### src/rtl/hex_scan_display.sv
`default_nettype none
// ============================================================================
// Module      : hex_scan_display
// Description : Display stage for the hex calculator. Latches a 32-bit
//               result on a one-cycle update strobe and time-multiplexes its
//               8 hex nibbles onto an 8-digit common-anode seven-segment
//               array. One digit is enabled at a time for SCAN_DIV cycles.
// Revision    : 1.0 - initial release
// ----------------------------------------------------------------------------
// Parameters:
//   SCAN_DIV  clock cycles each digit stays enabled (>= 2)
// Ports:
//   clk       in   1   divided system clock
//   rst       in   1   asynchronous reset, active-low
//   update    in   1   one-cycle strobe: latch value
//   value     in  32   result; nibble i -> digit i, digit 0 = rightmost
//   led_en    out  8   digit enables, active-low (one-hot-low while scanning)
//   led_ca..  out  1   segments a..g, active-low
//   led_cg
//   led_dp    out  1   decimal point, active-low, held off (1)
// Optional build macro:
//   LEADING_ZERO_BLANK_EN  blank digits above the highest nonzero nibble
//                          (digit 0 is never blanked)
// ============================================================================
module hex_scan_display #(
  parameter int SCAN_DIV = 20000
) (
  input  logic        clk,
  input  logic        rst,
  input  logic        update,
  input  logic [31:0] value,
  output logic [7:0]  led_en,
  output logic        led_ca,
  output logic        led_cb,
  output logic        led_cc,
  output logic        led_cd,
  output logic        led_ce,
  output logic        led_cf,
  output logic        led_cg,
  output logic        led_dp
);

  localparam int CNT_W = (SCAN_DIV > 1) ? $clog2(SCAN_DIV) : 1;
  localparam logic [CNT_W-1:0] c_cnt_max = CNT_W'(SCAN_DIV - 1);
  localparam logic [6:0]       c_seg_off = 7'b1111111;

  logic [31:0]      r_shown;
  logic [CNT_W-1:0] r_cnt;
  logic [2:0]       r_idx;
  logic [7:0]       r_led_en;
  logic [6:0]       r_seg;      // {a,b,c,d,e,f,g}, active-low

  logic [3:0]       w_nib;
  logic [6:0]       w_seg;
  logic [7:0]       w_en;
  logic             w_blank;

  // Nibble currently being scanned; {idx,2'b00} keeps the bit offset 5 bits wide.
  always_comb begin
    w_nib = r_shown[{r_idx, 2'b00} +: 4];
  end

  always_comb begin
    w_seg = c_seg_off;
    case (w_nib)
      4'h0: w_seg = 7'b0000001;
      4'h1: w_seg = 7'b1001111;
      4'h2: w_seg = 7'b0010010;
      4'h3: w_seg = 7'b0000110;
      4'h4: w_seg = 7'b1001100;
      4'h5: w_seg = 7'b0100100;
      4'h6: w_seg = 7'b0100000;
      4'h7: w_seg = 7'b0001111;
      4'h8: w_seg = 7'b0000000;
      4'h9: w_seg = 7'b0000100;
      4'hA: w_seg = 7'b0001000;
      4'hB: w_seg = 7'b1100000;
      4'hC: w_seg = 7'b0110001;
      4'hD: w_seg = 7'b1000010;
      4'hE: w_seg = 7'b0110000;
      4'hF: w_seg = 7'b0111000;
      default: w_seg = c_seg_off;
    endcase
  end

`ifdef LEADING_ZERO_BLANK_EN
  // Index of the highest nonzero nibble; stays 0 for an all-zero value so
  // digit 0 is always shown.
  logic [2:0] w_top;
  always_comb begin
    w_top = 3'd0;
    for (int i = 1; i < 8; i++) begin
      if (r_shown[4*i +: 4] != 4'd0) w_top = 3'(i);
    end
    w_blank = (r_idx > w_top);
  end
`else
  always_comb begin
    w_blank = 1'b0;
  end
`endif

  always_comb begin
    w_en = ~(8'b0000_0001 << r_idx);
  end

  always_ff @(posedge clk or negedge rst) begin
    if (!rst) begin
      r_shown  <= 32'd0;
      r_cnt    <= '0;
      r_idx    <= 3'd0;
      r_led_en <= 8'hFF;
      r_seg    <= c_seg_off;
    end else begin
      if (update) r_shown <= value;

      if (r_cnt == c_cnt_max) begin
        r_cnt <= '0;
        r_idx <= r_idx + 3'd1;
      end else begin
        r_cnt <= r_cnt + CNT_W'(1);
      end

      // Pins follow idx/shown one cycle later.
      if (w_blank) begin
        r_led_en <= 8'hFF;
        r_seg    <= c_seg_off;
      end else begin
        r_led_en <= w_en;
        r_seg    <= w_seg;
      end
    end
  end

  assign led_en = r_led_en;
  assign led_ca = r_seg[6];
  assign led_cb = r_seg[5];
  assign led_cc = r_seg[4];
  assign led_cd = r_seg[3];
  assign led_ce = r_seg[2];
  assign led_cf = r_seg[1];
  assign led_cg = r_seg[0];
  assign led_dp = 1'b1;

endmodule
`default_nettype wire

### config.mk
export PLATFORM = sky130hd
export DESIGN_NAME = hex_scan_display
export DESIGN_NICKNAME = d
export VERILOG_FILES = /design/src/rtl/hex_scan_display.sv
export SDC_FILE = /design/constraint.sdc
export NUM_CORES = 1
export LEC_CHECK = 0
export ABC_CLOCK_PERIOD_IN_PS = 6970
export CORE_ASPECT_RATIO = 0.9
export CORE_UTILIZATION = 65
export DETAILED_ROUTE_END_ITERATION = 10
export DONT_BUFFER_PORTS = 1
export PLACE_DENSITY_LB_ADDON = 0.2
export SYNTH_ARGS = -nofsm -noshare
export SYNTH_HDL_FRONTEND = slang
export SYNTH_SLANG_ARGS = --single-unit
export TNS_END_PERCENT = 1
### constraint.sdc
create_clock -name clk -period 6.97 [get_ports clk]
set_input_delay 0.697 -clock clk [delete_from_list [all_inputs] [get_ports clk]]
set_output_delay 0.697 -clock clk [all_outputs]
set_load 0.1 [all_outputs]
==> results.py, run 1 <==
metrics = {
    "run_status": {
        "run_status": "finished clean",
    },
    "yosys": {
        "ys_seq_elements": 65,
        "yosys-mux-area-fraction_pct": 23.3,
        "syn-cell-area_um2": 3040,
        "share_of_the_synthesized_area_in_compound_gates_ao_oa_aoi_oai_pct": 2.22,
        "yosys_warnings": 0,
        "postSynthAreaPerCell_um2": 13.8,
        "yosys.area_share.xor_xnor_pct": 4.03,
        "yosysSeqAreaShare_pct": 54.1,
        "yosysUniqueCellTypes": 37,
        "postSynthNetCount": 268,
        "synth-simple-area-share_pct": 7.74,
        "main_combinational_cell_family_by_area_after_synthesis": "multiplexers",
        "fraction_of_the_mapped_netlist_area_in_adder_cells_pct": 5.35,
        "post_synth_inst_count": 220,
    },
    "clock_network": {
        "max-clock-path-buffers": 2,
        "clock_sink_count": 65,
        "insertion_delay_ps": 340,
        "cts_setup_buffers": 0,
        "hold_buffers": 0,
        "tritoncts": "done",
        "post_cts_resize_count": 0,
        "cts_htree_levels": 3,
        "root_buffer": "sky130_fd_sc_hd__clkbuf_8",
        "cts-buffers-inserted": 9,
        "worst_setup_hold_path_clk_slew_ps": 70,
    },
    "setup_path": {
        "worstSetupStartpoint": "r_idx[0]",
        "timing.critical_path.required_ps": 7230,
        "endpoint_kind": "flip-flop",
        "timing.setup.critical_path_class": "flip-flop to flip-flop",
        "critical_path.reg2reg.startpoint": "r_idx[0]",
        "critical_path.startpoint_type": "flip-flop",
        "timing.critical_path.fanout_max": 11,
        "critical_path_arrival_ps": 3000,
    },
    "timing": {
        "max_slew.worst_pin.slew_ps": 1190,
        "slew-limit-headroom_pct": 19.9,
        "timing.final.hold_violations": 0,
        "period_share_pct": 39.3,
        "fin_tns_setup_ps": 0,
        "final-setup-viol-count": 0,
        "finalHoldWorstSlack_ps": 48.0,
        "upper_clock_frequency_limit_mhz": 365,
        "rsz0062_at_grt": "false",
        "period_needed_ps": 2740,
        "finClkSkew_ps": 7.36,
        "report.final.slew_viol_count": 0,
    },
    "floorplan": {
        "fp.coreArea_um2": 4460,
        "placement_rows": 23,
        "dieHeight_um": 66.9,
        "die-area_um2": 4960,
        "initial_utilization_pct": 68.2,
        "die_boundary_width_um": 74.1,
        "io_pins": 51,
    },
    "global_routing": {
        "wire_length_of_the_first_global_routing_pass_um": 8660,
        "grt_max_degree": 66,
        "grt_antenna_before_repair": 0,
        "groute.usage.overall_pct": 24.5,
        "grt_pass1_vias": 1769,
        "globalRoute.totalOverflow": 0,
    },
    "placement": {
        "place_hpwl_um": 3550,
        "buffer_ports.inserted": 0,
        "place_congestion": 0.950,
    },
    "hold_path": {
        "hold_path_class": "input port to asynchronous set/reset pin",
    },
    "drt": {
        "wl_um": 5030,
        "dr.first_iter.drc_count": 115,
        "detail-route-antenna-nets": 0,
        "remaining_drcs": 0,
        "routed-via-count": 1678,
        "route.detailed.wl_per_inst_um": 17.4,
        "via_density_per_instance": 5.81,
        "number_of_detailed_route_iterations_in_the_first_pass": 4,
    },
    "power_and_ir_drop": {
        "power-per-cell-area_nw_per_um2": 251,
        "power_leakage_nw": 1.38,
        "worst_ir_drop_vdd_mv": 0.160,
        "totalPowerFinal_mw": 0.812,
    },
    "final_layout": {
        "drive_gt1_share_pct": 31.3,
        "num-nets-final": 270,
        "antenna_cells": 0,
        "area.growth.synth_to_final_pct": 6.50,
    },
    "flow_run": {
        "drv.max_cap_violation_count": 0,
    },
}
area by class of cell:
| class | count | area [µm²] |
|---|---|---|
| clock buffers | 13 | 159 |
| clock inverters | 3 | 15.0 |
| fillers | 310 | 1220 |
| inverters | 11 | 41.3 |
| multi-input cells | 135 | 1300 |
| flip-flops and latches | 65 | 1650 |
| well taps | 62 | 77.6 |
logic make-up (layout without fill, tap and decap cells):
group                      after synthesis  after routing
other                                    1              1
xor gates and xnor gates                14             14
AOI/OAI and AO/OA                       10             10
adders and majority gates               13             13
and+or+nand+nor                         45             45
buffers and inverters                   20             27
DFF                                     65             65
muxes                                   52             52
registers in the layout (all words and copies together), names as in the netlist:
signal / flops
r_idx: 3
r_seg: 7
r_cnt: 15
led_en: 8
r_shown: 32
cell usage after synthesis:
cell type / number / area share, %
sky130_fd_sc_hd__a211o_1: 1 / 0.29
sky130_fd_sc_hd__o21ai_1: 1 / 0.16
sky130_fd_sc_hd__clkbuf_1: 2 / 0.25
sky130_fd_sc_hd__xor2_1: 5 / 1.4
sky130_fd_sc_hd__or4bb_1: 1 / 0.37
sky130_fd_sc_hd__ha_1: 13 / 5.3
sky130_fd_sc_hd__mux4_1: 5 / 4.3
sky130_fd_sc_hd__xnor2_1: 9 / 2.6
sky130_fd_sc_hd__nand4_1: 5 / 1.0
sky130_fd_sc_hd__a21oi_1: 1 / 0.16
sky130_fd_sc_hd__nand3_1: 7 / 1.2
sky130_fd_sc_hd__a22o_1: 2 / 0.58
sky130_fd_sc_hd__and3_1: 1 / 0.21
sky130_fd_sc_hd__buf_6: 2 / 0.74
sky130_fd_sc_hd__nor3b_1: 1 / 0.25
sky130_fd_sc_hd__buf_2: 1 / 0.16
sky130_fd_sc_hd__inv_2: 1 / 0.12
sky130_fd_sc_hd__dfrtp_1: 50 / 41
sky130_fd_sc_hd__o21ai_0: 3 / 0.49
sky130_fd_sc_hd__o2bb2ai_1: 1 / 0.29
sky130_fd_sc_hd__nand2_1: 10 / 1.2
sky130_fd_sc_hd__nor2b_1: 2 / 0.41
sky130_fd_sc_hd__mux2i_4: 2 / 1.5
sky130_fd_sc_hd__mux4_2: 3 / 2.2
sky130_fd_sc_hd__nor4_1: 2 / 0.41
sky130_fd_sc_hd__dfstp_2: 15 / 13
sky130_fd_sc_hd__conb_1: 1 / 0.12
sky130_fd_sc_hd__or4_1: 2 / 0.49
sky130_fd_sc_hd__buf_4: 1 / 0.25
sky130_fd_sc_hd__or3_1: 2 / 0.41
sky130_fd_sc_hd__mux2i_1: 7 / 2.3
sky130_fd_sc_hd__mux2_2: 35 / 13
sky130_fd_sc_hd__inv_1: 10 / 1.2
sky130_fd_sc_hd__nor4_2: 1 / 0.41
sky130_fd_sc_hd__nor2_1: 11 / 1.4
sky130_fd_sc_hd__buf_1: 3 / 0.37
sky130_fd_sc_hd__o31ai_1: 1 / 0.25
where the power goes:
part / leakage, nW / switching, mW / internal, mW / total [mW]
sequential: 0.768 / 0.0642 / 0.410 / 0.474
combinational: 0.523 / 0.0266 / 0.0359 / 0.0625
clock: 0.0932 / 0.129 / 0.147 / 0.276
critical path, stage by stage, from the launching register on:
cell and delay (ps):
sky130_fd_sc_hd__dfrtp_1 700, sky130_fd_sc_hd__mux4_1 630, sky130_fd_sc_hd__mux2i_1 470, sky130_fd_sc_hd__inv_1 140
sky130_fd_sc_hd__ha_1 270, sky130_fd_sc_hd__and3_1 160, sky130_fd_sc_hd__a211o_1 280
per-layer routing:
metal	up-vias	wire [µm]	track usage [%]
met4	0	34	8.41
li1	781	-	-
met2	49	2460	38.4
met5	-	0	0
met3	4	373	11.3
met1	844	2150	29.8
through the flow:
step           instances  setup WS, ps  instance area [µm²]  util [%]
2_1_floorplan        220          4690                 3040         -
5_1_grt              289          4020                 3240      72.6
4_1_cts              289          4210                 3240      72.6
6_report             289          4230                 3240      72.6
3_3_place_gp         273          4390                 3060      68.7
3_5_place_dp         273          4230                 3060      68.7
placed cells by master, fill, tap and decap left out, drive strengths merged, types with 3 or more instances in the layout:
cell    Yosys  final
nor4        3      3
clkbuf      2     13
nand3       7      7
nand4       5      5
dfrtp      50     50
mux2       35     35
clkinv      0      3
inv        11     11
xnor2       9      9
o21ai       4      4
dfstp      15     15
nor2       11     11
ha         13     13
mux2i       9      9
xor2        5      5
nand2      10     10
mux4        8      8
worst paths after layout:
check,end,slack [ps],cells after the start
setup reg to reg,r_seg[6],4230,6
hold / removal,r_idx[2],50,0
hold reg to reg,r_cnt[0],500,1
min in group clk,r_cnt[0],500,1
setup / recovery,r_seg[6],4230,6
max in group asynchronous,led_en[0],6740,0
Note: power is estimated with default switching activity, not from simulation.
==> run 2, diff against run 1 <==
- ABC_CLOCK_PERIOD_IN_PS: 6970 -> 2650
- CORE_UTILIZATION: 65 -> 63
- clock period: 6.97 -> 2.65 ns (I/O delays scaled with it)
==> results.py, run 2 (synthesized netlist as in run 1, its figures left out) <==
metrics = {
    "placement": {
        "dpl_worst_slack_ps": 471,
        "buffer_ports.inserted": 0,
        "place_hpwl_um": 3620,
        "placedInstanceArea_um2": 3100,
        "place_congestion": 0.865,
    },
    "power_and_ir_drop": {
        "power-per-cell-area_nw_per_um2": 677,
        "sequentialPowerShare_pct": 55.1,
        "power.switching_fraction_pct": 27.4,
        "internal_power_mw": 1.64,
        "p_clk_share_pct": 36.2,
        "power_leakage_nw": 1.43,
        "share_of_power_burned_in_combinational_logic_pct": 8.7,
        "switchingPower_mw": 0.619,
        "worst_ir_drop_vdd_mv": 0.458,
    },
    "global_routing": {
        "wire_length_of_the_first_global_routing_pass_um": 8780,
        "groute.usage.overall_pct": 24.8,
        "grt_antenna_before_repair": 0,
        "globalRoute.totalOverflow": 0,
        "grt_pass1_vias": 1851,
        "grt_max_degree": 66,
    },
    "clock_network": {
        "cts_setup_buffers": 0,
        "insertion_delay_ps": 350,
        "tritoncts": "done",
        "max-clock-path-buffers": 2,
        "cts-buffers-inserted": 9,
        "cts_htree_levels": 3,
        "clock_sink_count": 65,
        "worst_setup_hold_path_clk_slew_ps": 70,
        "root_buffer": "sky130_fd_sc_hd__clkbuf_8",
    },
    "drt": {
        "number_of_detailed_route_iterations_in_the_first_pass": 4,
        "route.detailed.wl_per_inst_um": 17.2,
        "via_density_per_instance": 5.83,
        "wl_um": 5110,
        "routed-via-count": 1727,
        "detail-route-antenna-nets": 0,
        "remaining_drcs": 0,
        "dr.first_iter.drc_count": 65,
    },
    "final_layout": {
        "num-nets-final": 277,
        "drive_gt1_share_pct": 32.9,
        "area.growth.synth_to_final_pct": 9.71,
        "mostFrequentLayoutCells": "50 x sky130_fd_sc_hd__dfrtp_1, 35 x sky130_fd_sc_hd__mux2_2, 15 x sky130_fd_sc_hd__dfstp_2, 13 x sky130_fd_sc_hd__ha_1, 11 x sky130_fd_sc_hd__nor2_1",
        "post-route-cell-area_um2": 3340,
        "finish.utilization_pct": 73.4,
        "layout.cells.most_common": "sky130_fd_sc_hd__dfrtp_1",
        "largest_reg_flops": 32,
        "register_with_the_most_flip_flops": "r_shown",
        "fillers": 316,
        "antenna_cells": 0,
    },
    "setup_path": {
        "critical_path.startpoint_type": "flip-flop",
        "timing.critical_path.required_ps": 2920,
        "critical_path_arrival_ps": 2520,
        "path_buf_inv": 1,
        "critical_path.reg2reg.startpoint": "r_idx[0]",
        "worstSetupStartpoint": "r_idx[0]",
        "crit_path_top_delay_cell": "sky130_fd_sc_hd__mux4_1",
        "timing.critical_path.fanout_max": 5,
        "cp_slowest_stage_delay_ps": 570,
        "crit_path_cell_trace": "mux4_1, mux2i_1, inv_1, ha_1, and3_1, a211o_1",
        "endpoint_kind": "flip-flop",
        "worst-r2r-setup-slack_ps": 400,
        "timing.setup.critical_path_class": "flip-flop to flip-flop",
        "cpLargestDelayFamily": "multiplexers",
    },
    "floorplan": {
        "placement_rows": 23,
        "die-area_um2": 5110,
        "die_boundary_width_um": 75.2,
        "initial_utilization_pct": 66.9,
        "io_pins": 51,
        "dieHeight_um": 67.9,
        "fp.coreArea_um2": 4550,
    },
    "timing": {
        "finalHoldWorstSlack_ps": 61.2,
        "slew-limit-headroom_pct": 60.0,
        "timing.final.hold_violations": 0,
        "period_needed_ps": 2250,
        "upper_clock_frequency_limit_mhz": 445,
        "finClkSkew_ps": 10.7,
        "max_slew.worst_pin.slew_ps": 595,
        "report.final.slew_viol_count": 0,
        "period_share_pct": 84.9,
        "fin_tns_setup_ps": 0,
        "final.setup.worst_slack_ps": 401,
        "rsz0062_at_grt": "false",
        "final-setup-viol-count": 0,
    },
    "hold_path": {
        "hold_path_class": "input port to flip-flop",
        "hp-start": "value[15]",
    },
    "run_status": {
        "run_status": "finished clean",
    },
    "flow_run": {
        "drv.max_cap_violation_count": 0,
    },
}
-- run 2: cell types whose count changed in the layout (fill, tap and decap cells not counted) --
cell | previous run | this run
sky130_fd_sc_hd__buf_4 | 0 | 5
sky130_fd_sc_hd__clkinv_2 | 3 | 1
sky130_fd_sc_hd__buf_16 | 0 | 1
sky130_fd_sc_hd__bufinv_16 | 0 | 1
sky130_fd_sc_hd__clkbuf_1 | 2 | 1
sky130_fd_sc_hd__clkbuf_8 | 11 | 10
sky130_fd_sc_hd__clkinv_1 | 0 | 1
sky130_fd_sc_hd__clkinv_4 | 0 | 1
sky130_fd_sc_hd__clkinvlp_4 | 0 | 1
sky130_fd_sc_hd__dlygate4sd3_1 | 0 | 1
-- run 2: area by class of cell --
type / instances / area, µm² / share of cell area (%)
flip-flops and latches: 65 / 1650 / 49.3
multi-input cells: 135 / 1300 / 39.0
clock buffers: 11 / 141 / 4.24
well taps: 62 / 77.6 / 2.33
repair buffers: 7 / 75.1 / 2.25
clock inverters: 5 / 55.1 / 1.65
inverters: 11 / 41.3 / 1.24
-- run 2: path summary, 6_finish.rpt --
kind / to / cells past startpoint
max: r_seg[6] / 6
min: r_shown[15] / 1
max reg2reg: r_seg[6] / 6
min reg2reg: r_cnt[0] / 1
max in group asynchronous: led_en[3] / 2
min in group asynchronous: r_cnt[13] / 2
-- run 2: worst reg2reg max path: stages (launching register included) --
cell	delay, ps
sky130_fd_sc_hd__dfrtp_1	460
sky130_fd_sc_hd__mux4_1	570
sky130_fd_sc_hd__mux2i_1	280
sky130_fd_sc_hd__inv_1	130
sky130_fd_sc_hd__ha_1	260
sky130_fd_sc_hd__and3_1	180
sky130_fd_sc_hd__a211o_1	270
-- run 2: timing repair --
| item | 4_1_cts | 5_1_grt |
|---|---|---|
| endpoints found under the hold margin | 65 | 0 |
| setup endpoints to repair | 0 | 0 |
| gates resized for setup | 0 | 0 |
| hold buffers | 2 | 0 |
-- run 2: per-layer routing --
metal | vias up | part of all wire (%) | track usage [%]
li1 | 797 | - | -
met1 | 849 | 41 | 28.6
met2 | 63 | 49 | 39.4
met3 | 18 | 6.2 | 9.72
met4 | 0 | 3.5 | 14.6
met5 | - | 0 | 0
-- run 2: metrics by stage --
step / total power [mW] / cells
after detailed placement: 1.43 / 278
after global routing: 2.35 / 296
after global placement: 1.42 / 278
after floorplan: 1.40 / 220
after CTS: 2.28 / 296
final: 2.26 / 296
-- run 2: power groups by stage --
stage	registers, mW	logic, mW	clock network (mW)
4_1_cts	1.25	0.198	0.837
6_report	1.24	0.196	0.817
3_3_place_gp	1.26	0.162	0
5_1_grt	1.25	0.214	0.882
3_5_place_dp	1.26	0.171	0
2_1_floorplan	1.25	0.154	0
